`src/rtl/modbus_pkg.sv`:
```
// modbus_pkg: shared definitions for the Modbus RTU receive path.
//   rx_state_e    receiver FSM state encoding
//   MODBUS_FAST_BAUD / FAST_T15_US / FAST_T35_US
//                 above MODBUS_FAST_BAUD the inter-character and inter-frame
//                 gaps are fixed times instead of character multiples
//   gap_clocks()  converts a gap (in half characters, or fixed us) to clocks
package modbus_pkg;

   typedef enum logic [2:0] {
      ST_IDLE,
      ST_START,
      ST_DATA,
      ST_PARITY,
      ST_STOP
   } rx_state_e;

   localparam int MODBUS_FAST_BAUD = 19200;
   localparam int FAST_T15_US      = 750;
   localparam int FAST_T35_US      = 1750;

   // half_chars is 3 for the 1.5-character gap and 7 for the 3.5-character gap.
   function automatic int gap_clocks(input int clk_freq, input int baud_rate,
                                     input int char_bits, input int half_chars,
                                     input int fast_us);
      if (baud_rate <= MODBUS_FAST_BAUD)
         return half_chars * char_bits * (clk_freq / baud_rate) / 2;
      return clk_freq / 1_000_000 * fast_us;
   endfunction

endpackage

```
`src/rtl/modbus_uart_rx_if.sv`:
```
// modbus_uart_rx_if: serial line in, received bytes and gap events out.
//   rx_pin          serial input, idle high
//   rx_data         last good byte
//   rx_done         1-cycle pulse, rx_data updated
//   rx_drop_frame   1-cycle pulse, 1.5-character idle gap reached
//   rx_new_frame    1-cycle pulse, 3.5-character idle gap reached
//   rx_frame_err    1-cycle pulse, bad stop bit (or bad parity)
//   rx_busy         character reception in progress
// slave  = the receiver, master = the line driver / frame parser side.
interface modbus_uart_rx_if;

   logic       rx_pin;
   logic [7:0] rx_data;
   logic       rx_done;
   logic       rx_drop_frame;
   logic       rx_new_frame;
   logic       rx_frame_err;
   logic       rx_busy;

   modport slave (
      input  rx_pin,
      output rx_data, rx_done, rx_drop_frame, rx_new_frame, rx_frame_err, rx_busy
   );

   modport master (
      output rx_pin,
      input  rx_data, rx_done, rx_drop_frame, rx_new_frame, rx_frame_err, rx_busy
   );

endinterface

```
`src/rtl/modbus_gap_timer.sv`:
```
// modbus_gap_timer: idle-line timer for Modbus RTU framing.
//   clk_in, rst_n_in  clock, asynchronous active-low reset
//   clear_i           restart the gap at 0 (end of a character)
//   run_i             count this clock (line idle)
//   drop_o            1-cycle pulse when the gap reaches T15
//   new_o             1-cycle pulse when the gap reaches T35
//   sat_o             gap has reached T35 and stopped counting
// Reset loads the saturated value, so no pulse follows reset.
module modbus_gap_timer #(
   parameter int T15 = 85932,
   parameter int T35 = 200508
) (
   input  logic clk_in,
   input  logic rst_n_in,
   input  logic clear_i,
   input  logic run_i,
   output logic drop_o,
   output logic new_o,
   output logic sat_o
);

   localparam int GAP_W = $clog2(T35 + 1);

   logic [GAP_W-1:0] gap_q, gap_d;
   logic             drop_q, new_q;

   // NOTE: gap_d takes its hold value first, so no path leaves it unassigned
   // and no latch is inferred.
   always_comb begin
      gap_d = gap_q;
      if (clear_i)
         gap_d = '0;
      else if (run_i && (gap_q < GAP_W'(T35)))
         gap_d = gap_q + GAP_W'(1);
   end

   // Pulses fire only on the step into the threshold, so each fires once per gap.
   always_ff @(posedge clk_in or negedge rst_n_in) begin
      if (!rst_n_in) begin
         gap_q  <= GAP_W'(T35);
         drop_q <= 1'b0;
         new_q  <= 1'b0;
      end else begin
         gap_q  <= gap_d;
         drop_q <= (gap_d != gap_q) && (gap_d == GAP_W'(T15));
         new_q  <= (gap_d != gap_q) && (gap_d == GAP_W'(T35));
      end
   end

   assign drop_o = drop_q;
   assign new_o  = new_q;
   assign sat_o  = (gap_q == GAP_W'(T35));

endmodule

```
`src/rtl/modbus_uart_rx.sv`:
```
// modbus_uart_rx: Modbus RTU UART receiver, 8N1 LSB first.
//   clk_in, rst_n_in  clock, asynchronous active-low reset
//   rx_if (slave)     rx_pin in; rx_data, rx_done, rx_drop_frame,
//                     rx_new_frame, rx_frame_err, rx_busy out
// Build option MODBUS_RX_PARITY_EN: adds an even parity bit (8E1); a parity
// mismatch reports rx_frame_err instead of rx_done.
module modbus_uart_rx
   import modbus_pkg::*;
#(
   parameter int CLK_FREQ  = 50_000_000,
   parameter int BAUD_RATE = 9600,
   parameter int CHAR_BITS = 11
) (
   input  logic              clk_in,
   input  logic              rst_n_in,
   modbus_uart_rx_if.slave   rx_if
);

   localparam int BAUD_DIV = CLK_FREQ / BAUD_RATE;
   localparam int HALF_DIV = BAUD_DIV / 2;
   localparam int CNT_W    = $clog2(BAUD_DIV);
   localparam int T15      = gap_clocks(CLK_FREQ, BAUD_RATE, CHAR_BITS, 3, FAST_T15_US);
   localparam int T35      = gap_clocks(CLK_FREQ, BAUD_RATE, CHAR_BITS, 7, FAST_T35_US);

   rx_state_e        state_q;
   logic             sync1_q, sync2_q, prev_q;
   logic [CNT_W-1:0] cnt_q;
   logic [2:0]       bit_idx_q;
   logic [7:0]       shift_q;
   logic [7:0]       data_q;
   logic             done_q, err_q, busy_q;
   logic             fall, bit_tick, stop_sample, stop_ok;
   logic             gap_sat, gap_drop, gap_new;

   assign fall        = prev_q & ~sync2_q;
   assign bit_tick    = (cnt_q == CNT_W'(BAUD_DIV - 1));
   assign stop_sample = (state_q == ST_STOP) && bit_tick;

`ifdef MODBUS_RX_PARITY_EN
   logic par_err_q;
   assign stop_ok = sync2_q & ~par_err_q;
`else
   assign stop_ok = sync2_q;
`endif

   // NOTE: all state updates use <= so every register sees the values from
   // before this edge, independent of statement order.
   always_ff @(posedge clk_in or negedge rst_n_in) begin
      if (!rst_n_in) begin
         // The synchronizer resets to the idle level so release is not a start bit.
         sync1_q   <= 1'b1;
         sync2_q   <= 1'b1;
         prev_q    <= 1'b1;
         state_q   <= ST_IDLE;
         cnt_q     <= '0;
         bit_idx_q <= '0;
         shift_q   <= '0;
         data_q    <= '0;
         done_q    <= 1'b0;
         err_q     <= 1'b0;
         busy_q    <= 1'b0;
`ifdef MODBUS_RX_PARITY_EN
         par_err_q <= 1'b0;
`endif
      end else begin
         sync1_q <= rx_if.rx_pin;
         sync2_q <= sync1_q;
         prev_q  <= sync2_q;
         done_q  <= 1'b0;
         err_q   <= 1'b0;
         case (state_q)
            ST_IDLE: begin
               if (fall) begin
                  state_q <= ST_START;
                  cnt_q   <= '0;
                  busy_q  <= 1'b1;
               end
            end
            ST_START: begin
               if (cnt_q == CNT_W'(HALF_DIV - 1)) begin
                  cnt_q <= '0;
                  if (!sync2_q) begin
                     state_q   <= ST_DATA;
                     bit_idx_q <= '0;
                  end else begin
                     // Line back high at mid-bit: a glitch, drop it silently.
                     state_q <= ST_IDLE;
                     busy_q  <= 1'b0;
                  end
               end else begin
                  cnt_q <= cnt_q + CNT_W'(1);
               end
            end
            ST_DATA: begin
               if (bit_tick) begin
                  cnt_q     <= '0;
                  shift_q   <= {sync2_q, shift_q[7:1]};
                  bit_idx_q <= bit_idx_q + 3'd1;
                  if (bit_idx_q == 3'd7)
`ifdef MODBUS_RX_PARITY_EN
                     state_q <= ST_PARITY;
`else
                     state_q <= ST_STOP;
`endif
               end else begin
                  cnt_q <= cnt_q + CNT_W'(1);
               end
            end
`ifdef MODBUS_RX_PARITY_EN
            ST_PARITY: begin
               if (bit_tick) begin
                  cnt_q     <= '0;
                  par_err_q <= (^shift_q) ^ sync2_q;
                  state_q   <= ST_STOP;
               end else begin
                  cnt_q <= cnt_q + CNT_W'(1);
               end
            end
`endif
            ST_STOP: begin
               // Leave at mid stop bit so a back-to-back start edge is caught.
               if (bit_tick) begin
                  cnt_q   <= '0;
                  state_q <= ST_IDLE;
                  busy_q  <= 1'b0;
                  if (stop_ok) begin
                     data_q <= shift_q;
                     done_q <= 1'b1;
                  end else begin
                     err_q <= 1'b1;
                  end
               end else begin
                  cnt_q <= cnt_q + CNT_W'(1);
               end
            end
            default: begin
               state_q <= ST_IDLE;
               busy_q  <= 1'b0;
            end
         endcase
      end
   end

   modbus_gap_timer #(
      .T15 (T15),
      .T35 (T35)
   ) u_gap_timer (
      .clk_in   (clk_in),
      .rst_n_in (rst_n_in),
      .clear_i  (stop_sample),
      .run_i    ((state_q == ST_IDLE) && !gap_sat),
      .drop_o   (gap_drop),
      .new_o    (gap_new),
      .sat_o    (gap_sat)
   );

   assign rx_if.rx_data       = data_q;
   assign rx_if.rx_done       = done_q;
   assign rx_if.rx_frame_err  = err_q;
   assign rx_if.rx_busy       = busy_q;
   assign rx_if.rx_drop_frame = gap_drop;
   assign rx_if.rx_new_frame  = gap_new;

endmodule

```
`src/flat_wrapper.sv`:
```
// flat-port wrapper written by rule: the top's interface ports become plain ports
module modbus_uart_rx_flat import modbus_pkg::*;
#(
   parameter int CLK_FREQ  = 50_000_000,
   parameter int BAUD_RATE = 9600,
   parameter int CHAR_BITS = 11
)
  (clk_in, rst_n_in, rx_if_rx_pin, rx_if_rx_data, rx_if_rx_done, rx_if_rx_drop_frame, rx_if_rx_new_frame, rx_if_rx_frame_err, rx_if_rx_busy);
  modbus_uart_rx_if rx_if_i ();
  input  logic clk_in;
  input  logic rst_n_in;
  input wire logic [$bits(rx_if_i.rx_pin)-1:0] rx_if_rx_pin;
  output wire logic [$bits(rx_if_i.rx_data)-1:0] rx_if_rx_data;
  output wire logic [$bits(rx_if_i.rx_done)-1:0] rx_if_rx_done;
  output wire logic [$bits(rx_if_i.rx_drop_frame)-1:0] rx_if_rx_drop_frame;
  output wire logic [$bits(rx_if_i.rx_new_frame)-1:0] rx_if_rx_new_frame;
  output wire logic [$bits(rx_if_i.rx_frame_err)-1:0] rx_if_rx_frame_err;
  output wire logic [$bits(rx_if_i.rx_busy)-1:0] rx_if_rx_busy;
  assign rx_if_i.rx_pin = rx_if_rx_pin;
  assign rx_if_rx_data = rx_if_i.rx_data;
  assign rx_if_rx_done = rx_if_i.rx_done;
  assign rx_if_rx_drop_frame = rx_if_i.rx_drop_frame;
  assign rx_if_rx_new_frame = rx_if_i.rx_new_frame;
  assign rx_if_rx_frame_err = rx_if_i.rx_frame_err;
  assign rx_if_rx_busy = rx_if_i.rx_busy;
  modbus_uart_rx #(.CLK_FREQ(CLK_FREQ), .BAUD_RATE(BAUD_RATE), .CHAR_BITS(CHAR_BITS)) u_core (.clk_in(clk_in), .rst_n_in(rst_n_in), .rx_if(rx_if_i));
endmodule
```
`config.mk`:
```
export PLATFORM = sky130hd
export DESIGN_NAME = modbus_uart_rx_flat
export DESIGN_NICKNAME = d
export VERILOG_FILES = /design/src/rtl/modbus_pkg.sv /design/src/rtl/modbus_uart_rx_if.sv /design/src/rtl/modbus_gap_timer.sv /design/src/rtl/modbus_uart_rx.sv /design/src/flat_wrapper.sv
export SDC_FILE = /design/constraint.sdc
export NUM_CORES = 1
export LEC_CHECK = 0
export BUFFER_PORTS_ARGS = -buffer_cell sky130_fd_sc_hd__buf_2
export CAP_MARGIN = 30
export CORE_MARGIN = 1.5
export CORE_UTILIZATION = 40
export DETAILED_ROUTE_END_ITERATION = 7
export GPL_TIMING_DRIVEN = 0
export SYNTH_ARGS = -nofsm -noshare
export SYNTH_HDL_FRONTEND = slang
export SYNTH_SLANG_ARGS = --single-unit
export TNS_END_PERCENT = 100
```
`constraint.sdc`:
```
create_clock -name clk_in -period 3.5 [get_ports clk_in]
set_clock_uncertainty 0.1 [all_clocks]
set_input_delay 0.7 -clock clk_in [delete_from_list [all_inputs] [get_ports clk_in]]
set_output_delay 0.7 -clock clk_in [all_outputs]
set_load 0.005 [all_outputs]
```
==> flow_metrics.env, run 1 <==
export IMPL_die_y_um=90.5
export IMPL_hpwl_um=4210
export IMPL_cp_data_required_time_ns=3.60
export IMPL_core_area_mm2=0.00733
export IMPL_overflow=0
export IMPL_synth_edf_count=0
export IMPL_numClockSinks=61
export IMPL_drv_cap=0
export IMPL_async_reset_ff_frac=1.00
export IMPL_fillCellCount=686
export IMPL_synth_cell_types=56
export IMPL_syn_inst=300
export IMPL_tightest_slew_ns=0.714
export IMPL_crit_chain="ha_1 > nor3b_1 > nand4_2 > nor3_1 > clkbuf_8 > clkbuf_1 > nor2_1"
export IMPL_fmax_mhz=359
export IMPL_setup_viol=0
export IMPL_multi_input_area_mm2=0.00144
export IMPL_cp_data_arrival_time_ns=2.89
export IMPL_fin_crit_sh=0.796
export IMPL_numCtsBuffers=9
export IMPL_synthesis_area_mm2=0.00306
export IMPL_status="finished clean"
export IMPL_grt_max_degree=34
export IMPL_totalWireLength_um=6180
export IMPL_grt_usage=0.169
export IMPL_worstSkewPairLatency_ns=0.34
export IMPL_vias_per_cell=5.36
export IMPL_holdCritPathClass="reg2reg"
export IMPL_crit_family="simple AND/OR/NAND/NOR gates"
export IMPL_cp_end_kind="flip-flop"
export IMPL_cts_resized=0
export IMPL_r2r_start="u_core.cnt_q[0]$_DFFE_PN0P_"
export IMPL_cts_tree="yes"
export IMPL_port_buffers=15
export IMPL_hold_viol_final=0
export IMPL_clock_tree_buffer_depth=2
export IMPL_grt_setup_unrepaired="no"
export IMPL_fin_area_mm2=0.00346
export IMPL_relSlewSlack=0.524
export IMPL_hold_path_end="u_core.stop_ok$_DFF_PN1_"
export IMPL_slowest_stage="nor3_1"
export IMPL_timing_final_max_slew_violations=0
export IMPL_seqCellArea_mm2=0.00154
export IMPL_avgSynthCellArea_um2=10.2
export IMPL_place_area_mm2=0.00328
export IMPL_crit_buf_inv=2
export IMPL_synthFlopType="dfrtp_1"
export IMPL_clkTransAtPathRegs_ns=0.07
export IMPL_die_w_um=90.5
export IMPL_holdBufCountCts=0
export IMPL_synth_seq_cells=61
export IMPL_place_worst_setup_slack_ns=0.685
export IMPL_powerDensity_mw_per_mm2=602
export IMPL_drt_iter0_drc=145
export IMPL_yosysWarnings=0
export IMPL_start_util=0.417
export IMPL_crit_type="reg2reg"
export IMPL_drive_gt1_frac=0.229
export IMPL_drc=0
export IMPL_hold_depth=0
export IMPL_cp_max_fo=10
export IMPL_io_pins=16
export IMPL_critPathLaunch="u_core.cnt_q[0]$_DFFE_PN0P_"
export IMPL_root_buffer="clkbuf_8"
export IMPL_antenna_found_initial=0
export IMPL_critPathLaunchType="flip-flop"
export IMPL_synth_seq_area_share=0.504
export IMPL_postCtsSetupBuffers=0
export IMPL_area_delta_synth_final_pct=12.9
export IMPL_die_area_mm2=0.00818
export IMPL_place_gp_congestion=0.774
export IMPL_grt_pass1_vias=2311
export IMPL_min_from="u_core.sync1_q$_DFF_PN1_"
export IMPL_drt_antenna_violating_nets=0
export IMPL_syn_num_nets=308
export IMPL_htreeDepth=3
export IMPL_vias=2312
export IMPL_ir_drop_mv=0.269
export IMPL_worst_slack_ns=0.713
export IMPL_diodes=0
export IMPL_period_needed_ns=2.79
export IMPL_num_rows=31
export IMPL_ff2ff_path_depth=7
export IMPL_p_leak_nw=1.55
export IMPL_r2r_end="u_core.u_gap_timer.gap_q[12]$_DFF_PN0_"
export IMPL_finalSetupTns_ns=0
export IMPL_grt_pass1_wl_um=11100
export IMPL_wl_per_cell_um=14.3
export IMPL_final_nets=335
export IMPL_critPathMaxStageDelay_ns=0.56
export IMPL_first_pass_iters=5
export IMPL_r2r_slack_ns=0.71
[sequential cells by signal, summed over array words and instances, names as in the netlist]
name	cells
u_core.prev_q	1
u_core.stop_ok	1
u_core.state_q	3
u_core.cnt_q	13
u_core.u_gap_timer.gap_q	18
u_core.rx_if.rx_busy	1
u_core.sync1_q	1
u_core.rx_if.rx_frame_err	1
u_core.bit_idx_q	3
u_core.u_gap_timer.drop_o	1
u_core.shift_q	8
u_core.u_gap_timer.new_o	1
u_core.rx_if.rx_done	1
u_core.rx_if.rx_data	8
[cells in the mapped netlist (all sizes together) (5+ instances only)]
master	n	area, µm²
a21oi	12	60.1
or4	6	50.1
o31ai	8	60.1
inv	6	22.5
nor3	9	56.3
nand4	11	75.1
clkbuf	6	32.5
nand3	11	55.1
o21ai	8	43.8
dfrtp	48	1200
ha	5	62.6
mux2	9	101
xnor2	9	78.8
nor4	9	83.8
nand2	46	175
dfstp	13	342
nor2	30	115
xor2	10	87.6
[power by group]
group          internal [W]  switching, W  total [W]  leakage, nW
clock              0.000258      0.000299   0.000558       0.0891
sequential         0.000794     0.0000796   0.000873        0.795
combinational      0.000233      0.000416   0.000649        0.662
[how the worst max path moves through the flow]
stage	end	slack, ns	cells past startpoint
after global routing	u_core.u_gap_timer.gap_q[0]$_DFF_PN0_	0.45	7
after detailed placement	u_core.u_gap_timer.gap_q[12]$_DFF_PN0_	0.69	7
after global placement	u_core.u_gap_timer.gap_q[14]$_DFF_PN0_	0.72	7
after floorplan	u_core.u_gap_timer.drop_o$_DFF_PN0_	1.22	7
final	u_core.u_gap_timer.gap_q[12]$_DFF_PN0_	0.71	7
after CTS	u_core.u_gap_timer.gap_q[12]$_DFF_PN0_	0.66	7
[per-layer routing]
layer	up-vias	global-route usage	wire, µm
met1	1130	0.230	2940
met3	8	0.0379	240
met5	-	0	0
met2	48	0.266	2910
met4	0	0.0595	87
li1	1126	-	-
[layout make-up]
cell class	count	share of cell area
Timing Repair Buffer	16	0.0275
Sequential cell	61	0.446
Tap cell	99	0.0358
Clock buffer	9	0.0358
Inverter	6	0.00652
Buffer	10	0.0170
Multi-Input combinational cell	223	0.416
Clock inverter	7	0.0152
[cell usage in the layout (no fill, tap or decap), drive strengths merged, types with 5 or more instances in the layout]
master	instances
nor2	30
dfstp	13
nand2	46
nand4	11
xnor2	9
nor3	9
o21ai	8
inv	6
dfrtp	48
clkbuf	15
nor4	9
a21oi	12
ha	5
xor2	10
mux2	9
buf	20
o31ai	8
clkinv	6
or4	6
nand3	11
[cell families (layout without fill, tap and decap cells)]
logic type,after synthesis,in the layout,share of synthesized area
simple gates,145,145,0.257
flops,61,61,0.504
compound gates,41,41,0.0912
xor+xnor,19,19,0.0544
buf+inv,16,48,0.0266
mux,12,12,0.0429
fa+ha+maj,6,6,0.0237
[per-stage QoR]
stage               power, W   util  instances  hold WS [ns]
global route         0.00223  0.471        431         0.271
CTS                  0.00210  0.471        431         0.257
finish               0.00208  0.471        431         0.258
detailed placement   0.00153  0.447        415         0.247
floorplan            0.00136      -        300         0.245
global placement     0.00152  0.445        414         0.246
Power figures use the tool's default switching activity.
==> inputs of run 2 (changes only) <==
Clock period 3.5 ns to 2.79 ns, I/O delays scaled along.
==> flow_metrics.env, run 2 (same netlist as run 1, synthesis figures left out) <==
export IMPL_vias=2308
export IMPL_drv_cap=0
export IMPL_clock_tree_buffer_depth=2
export IMPL_final_common_cell="dfrtp_1"
export IMPL_final_nets=335
export IMPL_place_area_mm2=0.00328
export IMPL_postCtsSetupBuffers=0
export IMPL_numCtsBuffers=9
export IMPL_reg_largest_list="u_core.u_gap_timer.gap_q: 18 flops, u_core.cnt_q: 13 flops"
export IMPL_totalWireLength_um=6200
export IMPL_start_util=0.417
export IMPL_r2r_slack_ns=0.23
export IMPL_regMostFlops="u_core.u_gap_timer.gap_q"
export IMPL_drt_iter0_drc=124
export IMPL_holdBufCountCts=0
export IMPL_fin_area_mm2=0.00347
export IMPL_drc=0
export IMPL_mostFrequentLayoutCells="dfrtp_1 (48), nand2_1 (45), nor2_1 (29), buf_2 (18), dfstp_2 (13)"
export IMPL_antenna_found_initial=0
export IMPL_r2r_start="u_core.u_gap_timer.gap_q[2]$_DFF_PN1_"
export IMPL_core_area_mm2=0.00733
export IMPL_worstSkewPairLatency_ns=0.34
export IMPL_whs_ns=0.166
export IMPL_holdCritPathClass="in2async"
export IMPL_cp_data_required_time_ns=2.96
export IMPL_grt_setup_unrepaired="no"
export IMPL_area_delta_synth_final_pct=13.4
export IMPL_wl_per_cell_um=14.4
export IMPL_die_area_mm2=0.00818
export IMPL_fin_crit_sh=0.919
export IMPL_grt_usage=0.169
export IMPL_p_total_w=0.00261
export IMPL_root_buffer="clkbuf_8"
export IMPL_hold_viol_final=0
export IMPL_port_buffers=15
export IMPL_powerDensity_mw_per_mm2=752
export IMPL_drt_antenna_violating_nets=0
export IMPL_first_pass_iters=4
export IMPL_cp_end_kind="flip-flop"
export IMPL_vias_per_cell=5.35
export IMPL_grt_pass1_wl_um=11100
export IMPL_diodes=0
export IMPL_fmax_mhz=390
export IMPL_numClockSinks=61
export IMPL_htreeDepth=3
export IMPL_ir_drop_mv=0.335
export IMPL_timing_final_max_slew_violations=0
export IMPL_p_leak_nw=1.55
export IMPL_hpwl_um=4210
export IMPL_grt_max_degree=34
export IMPL_largest_reg_flops=18
export IMPL_cts_tree="yes"
export IMPL_drive_gt1_frac=0.235
export IMPL_grt_pass1_vias=2320
export IMPL_critPathLaunchType="flip-flop"
export IMPL_cp_data_arrival_time_ns=2.74
export IMPL_num_rows=31
export IMPL_cp_max_fo=9
export IMPL_status="finished clean"
export IMPL_ff2ff_path_depth=7
export IMPL_overflow=0
export IMPL_tightest_slew_ns=0.699
export IMPL_period_needed_ns=2.56
export IMPL_relSlewSlack=0.534
export IMPL_io_pins=16
export IMPL_clkTransAtPathRegs_ns=0.07
export IMPL_die_y_um=90.5
export IMPL_crit_type="reg2reg"
export IMPL_die_w_um=90.5
export IMPL_setup_viol=0
export IMPL_place_gp_congestion=0.774
export IMPL_r2r_end="u_core.u_gap_timer.drop_o$_DFF_PN0_"
export IMPL_utilization=0.473
-- run 2: cell types whose count changed in the layout (fill, tap and decap cells not counted) --
| cell | previous run | this run |
|---|---|---|
| nor3_1 | 8 | 7 |
| a211oi_4 | 0 | 1 |
| a211oi_2 | 1 | 0 |
| clkbuf_2 | 0 | 1 |
| clkbuf_1 | 5 | 4 |
| nor3_2 | 0 | 1 |
-- run 2: layout make-up --
cell class,instances,area [µm²]
clock inverter,7,52.6
timing repair buffer,16,95.1
clock buffer,9,124
multi-input combinational,223,1450
tap,99,124
buffer,10,60.1
sequential,61,1540
inverter,6,22.5
fill,689,3860
-- run 2: per-stage QoR --
stage	std cells	setup WS (ns)	TNS [ns]
2_1_floorplan	300	0.512	0
3_3_place_gp	414	0.00961	0
3_5_place_dp	415	-0.0249	-0.0848
4_1_cts	431	0.122	0
5_1_grt	431	0.0871	0
6_report	431	0.226	0
-- run 2: worst max-delay path by stage --
| stage | from | to | slack, ns |
|---|---|---|---|
| after floorplan | u_core.u_gap_timer.gap_q[2]$_DFF_PN1_ | u_core.u_gap_timer.drop_o$_DFF_PN0_ | 0.51 |
| after global placement | u_core.cnt_q[0]$_DFFE_PN0P_ | u_core.u_gap_timer.gap_q[14]$_DFF_PN0_ | 0.01 |
| after detailed placement | u_core.cnt_q[0]$_DFFE_PN0P_ | u_core.u_gap_timer.gap_q[12]$_DFF_PN0_ | -0.02 |
| after CTS | u_core.u_gap_timer.gap_q[2]$_DFF_PN1_ | u_core.u_gap_timer.drop_o$_DFF_PN0_ | 0.12 |
| after global routing | u_core.cnt_q[0]$_DFFE_PN0P_ | u_core.rx_if.rx_data[7]$_DFFE_PN0P_ | 0.09 |
| final | u_core.u_gap_timer.gap_q[2]$_DFF_PN1_ | u_core.u_gap_timer.drop_o$_DFF_PN0_ | 0.23 |
-- run 2: repair_timing --
item                       CTS  global route
resized for setup            1             3
pin swaps                    0             0
setup endpoints to repair    7             7
-- run 2: critical path, stage by stage (launching register included) --
cell	delay (ns)
dfstp_2	0.52
buf_2	0.16
nand4_1	0.23
a211oi_4	0.50
o31ai_1	0.18
a221o_1	0.32
nor4_2	0.23
and4b_1	0.25
-- run 2: report_power, final --
part | switching, W | total (W) | leakage (nW) | internal, W
Combinational | 0.000524 | 0.000817 | 0.665 | 0.000292
Clock | 0.000371 | 0.000695 | 0.0891 | 0.000324
Sequential | 0.000101 | 0.00110 | 0.795 | 0.000996
-- run 2: per-layer routing --
| metal | wire [µm] | GRT usage | vias to the layer above |
|---|---|---|---|
| li1 | - | - | 1121 |
| met4 | 28 | 0.0595 | 0 |
| met2 | 2970 | 0.266 | 44 |
| met1 | 2980 | 0.228 | 1139 |
| met5 | 0 | 0 | - |
| met3 | 221 | 0.0379 | 4 |
==> inputs of run 3 (changes only) <==
==> constraint.sdc (replaced) <==
create_clock -name clk_in -period 2.79 [get_ports clk_in]
set_clock_uncertainty 0.1 [all_clocks]
set_input_delay 0 -clock clk_in [delete_from_list [all_inputs] [get_ports clk_in]]
set_output_delay 0 -clock clk_in [all_outputs]
set_load 0.005 [all_outputs]
==> flow_metrics.env, run 3 (same netlist as run 1, synthesis figures left out) <==
export IMPL_status="finished clean"
export IMPL_r2r_slack_ns=0.23
export IMPL_ff2ff_path_depth=7
export IMPL_holdCritPathClass="in2async"
export IMPL_root_buffer="clkbuf_8"
export IMPL_clock_tree_buffer_depth=2
export IMPL_tightest_slew_ns=0.700
export IMPL_cp_data_arrival_time_ns=2.74
export IMPL_totalWireLength_um=6210
export IMPL_cp_max_fo=9
export IMPL_powerDensity_mw_per_mm2=748
export IMPL_num_rows=31
export IMPL_cp_data_required_time_ns=2.96
export IMPL_die_area_mm2=0.00818
export IMPL_r2r_start="u_core.u_gap_timer.gap_q[2]$_DFF_PN1_"
export IMPL_drv_cap=0
export IMPL_numClockSinks=61
export IMPL_die_w_um=90.5
export IMPL_drc=0
export IMPL_io_pins=16
export IMPL_drive_gt1_frac=0.234
export IMPL_core_area_mm2=0.00733
export IMPL_grt_usage=0.169
export IMPL_first_pass_iters=4
export IMPL_fin_crit_sh=0.919
export IMPL_die_y_um=90.5
export IMPL_whs_ns=0.144
export IMPL_cts_tree="yes"
export IMPL_vias_per_cell=5.34
export IMPL_place_gp_congestion=0.774
export IMPL_hpwl_um=4210
export IMPL_final_common_cell="dfrtp_1"
export IMPL_fillCellCount=687
export IMPL_port_buffers=15
export IMPL_grt_max_degree=34
export IMPL_area_delta_synth_final_pct=14.0
export IMPL_relSlewSlack=0.533
export IMPL_setup_viol=0
export IMPL_grt_pass1_vias=2320
export IMPL_drt_iter0_drc=146
export IMPL_postCtsSetupBuffers=0
export IMPL_largest_reg_flops=18
export IMPL_worstSkewPairLatency_ns=0.34
export IMPL_htreeDepth=3
export IMPL_r2r_end="u_core.u_gap_timer.drop_o$_DFF_PN0_"
export IMPL_drt_antenna_violating_nets=0
export IMPL_wl_per_cell_um=14.3
export IMPL_antenna_found_initial=0
export IMPL_grt_setup_unrepaired="no"
export IMPL_reg_largest_list="u_core.u_gap_timer.gap_q: 18 flops, u_core.cnt_q: 13 flops"
export IMPL_mostFrequentLayoutCells="dfrtp_1 (48), nand2_1 (45), nor2_1 (29), buf_2 (18), dfstp_2 (13)"
export IMPL_critPathLaunchType="flip-flop"
export IMPL_period_needed_ns=2.56
export IMPL_clkTransAtPathRegs_ns=0.07
export IMPL_crit_type="reg2reg"
export IMPL_grt_pass1_wl_um=11100
export IMPL_start_util=0.417
export IMPL_fmax_mhz=390
export IMPL_regMostFlops="u_core.u_gap_timer.gap_q"
export IMPL_timing_final_max_slew_violations=0
export IMPL_cp_end_kind="flip-flop"
export IMPL_final_nets=337
export IMPL_hold_viol_final=0
export IMPL_numCtsBuffers=9
export IMPL_place_worst_setup_slack_ns=-0.0249
export IMPL_worst_slack_ns=0.227
export IMPL_diodes=0
export IMPL_overflow=0
export IMPL_ir_drop_mv=0.336
export IMPL_p_leak_nw=1.56
export IMPL_vias=2312
export IMPL_utilization=0.476
-- run 3: cell count changes in the layout (fill, tap and decap cells not counted), sizes merged --
cell         delta
dlygate4sd3     +2
-- run 3: through the flow --
step	power (W)	setup TNS [ns]	cells	instance area (µm²)
detailed placement	0.00192	-0.0848	415	3280
finish	0.00261	0	433	3490
CTS	0.00264	0	433	3480
global route	0.00280	0	433	3490
floorplan	0.00171	0	300	3060
global placement	0.00191	0	414	3260
-- run 3: final cells by class --
type	count	area [µm²]	area share
sequential	61	1540	0.442
multi-input combinational	223	1450	0.415
clock buffer	9	124	0.0355
tap	99	124	0.0355
timing repair buffer	18	115	0.0330
buffer	10	60.1	0.0172
clock inverter	7	52.6	0.0151
inverter	6	22.5	0.00645
-- run 3: worst max-delay path by stage --
stage / start / end / cells after the start / slack [ns]
6_report: u_core.u_gap_timer.gap_q[2]$_DFF_PN1_ / u_core.u_gap_timer.drop_o$_DFF_PN0_ / 7 / 0.23
2_1_floorplan: u_core.u_gap_timer.gap_q[2]$_DFF_PN1_ / u_core.u_gap_timer.drop_o$_DFF_PN0_ / 7 / 0.51
5_1_grt: u_core.cnt_q[0]$_DFFE_PN0P_ / u_core.rx_if.rx_data[7]$_DFFE_PN0P_ / 7 / 0.09
3_3_place_gp: u_core.cnt_q[0]$_DFFE_PN0P_ / u_core.u_gap_timer.gap_q[14]$_DFF_PN0_ / 7 / 0.01
4_1_cts: u_core.u_gap_timer.gap_q[2]$_DFF_PN1_ / u_core.u_gap_timer.drop_o$_DFF_PN0_ / 7 / 0.12
3_5_place_dp: u_core.cnt_q[0]$_DFFE_PN0P_ / u_core.u_gap_timer.gap_q[12]$_DFF_PN0_ / 7 / -0.02
-- run 3: where the power goes --
part	switching (W)	total, W	internal (W)	leakage, nW
registers	0.000101	0.00110	0.000996	0.795
clock network	0.000371	0.000695	0.000324	0.0891
logic	0.000524	0.000818	0.000294	0.674
total	0.000996	0.00261	0.00161	1.56
-- run 3: routing by layer --
layer	routed length, µm	track usage	vias to the layer above
li1	-	-	1125
met1	2990	0.228	1139
met2	2970	0.266	44
met3	220	0.0379	4
met4	28	0.0595	0
met5	0	0	-
-- run 3: timing repair --
| item | 4_1_cts | 5_1_grt |
|---|---|---|
| gates resized for setup | 1 | 3 |
| hold endpoints to repair | 22 | 0 |
| endpoints found under the setup margin | 7 | 7 |
| hold buffers | 2 | 0 |
-- run 3: worst max-delay path: stages (launching register included) --
cell and delay [ns]:
dfstp_2 0.52, buf_2 0.16, nand4_1 0.23, a211oi_4 0.50, o31ai_1 0.18, a221o_1 0.32
nor4_2 0.23, and4b_1 0.25
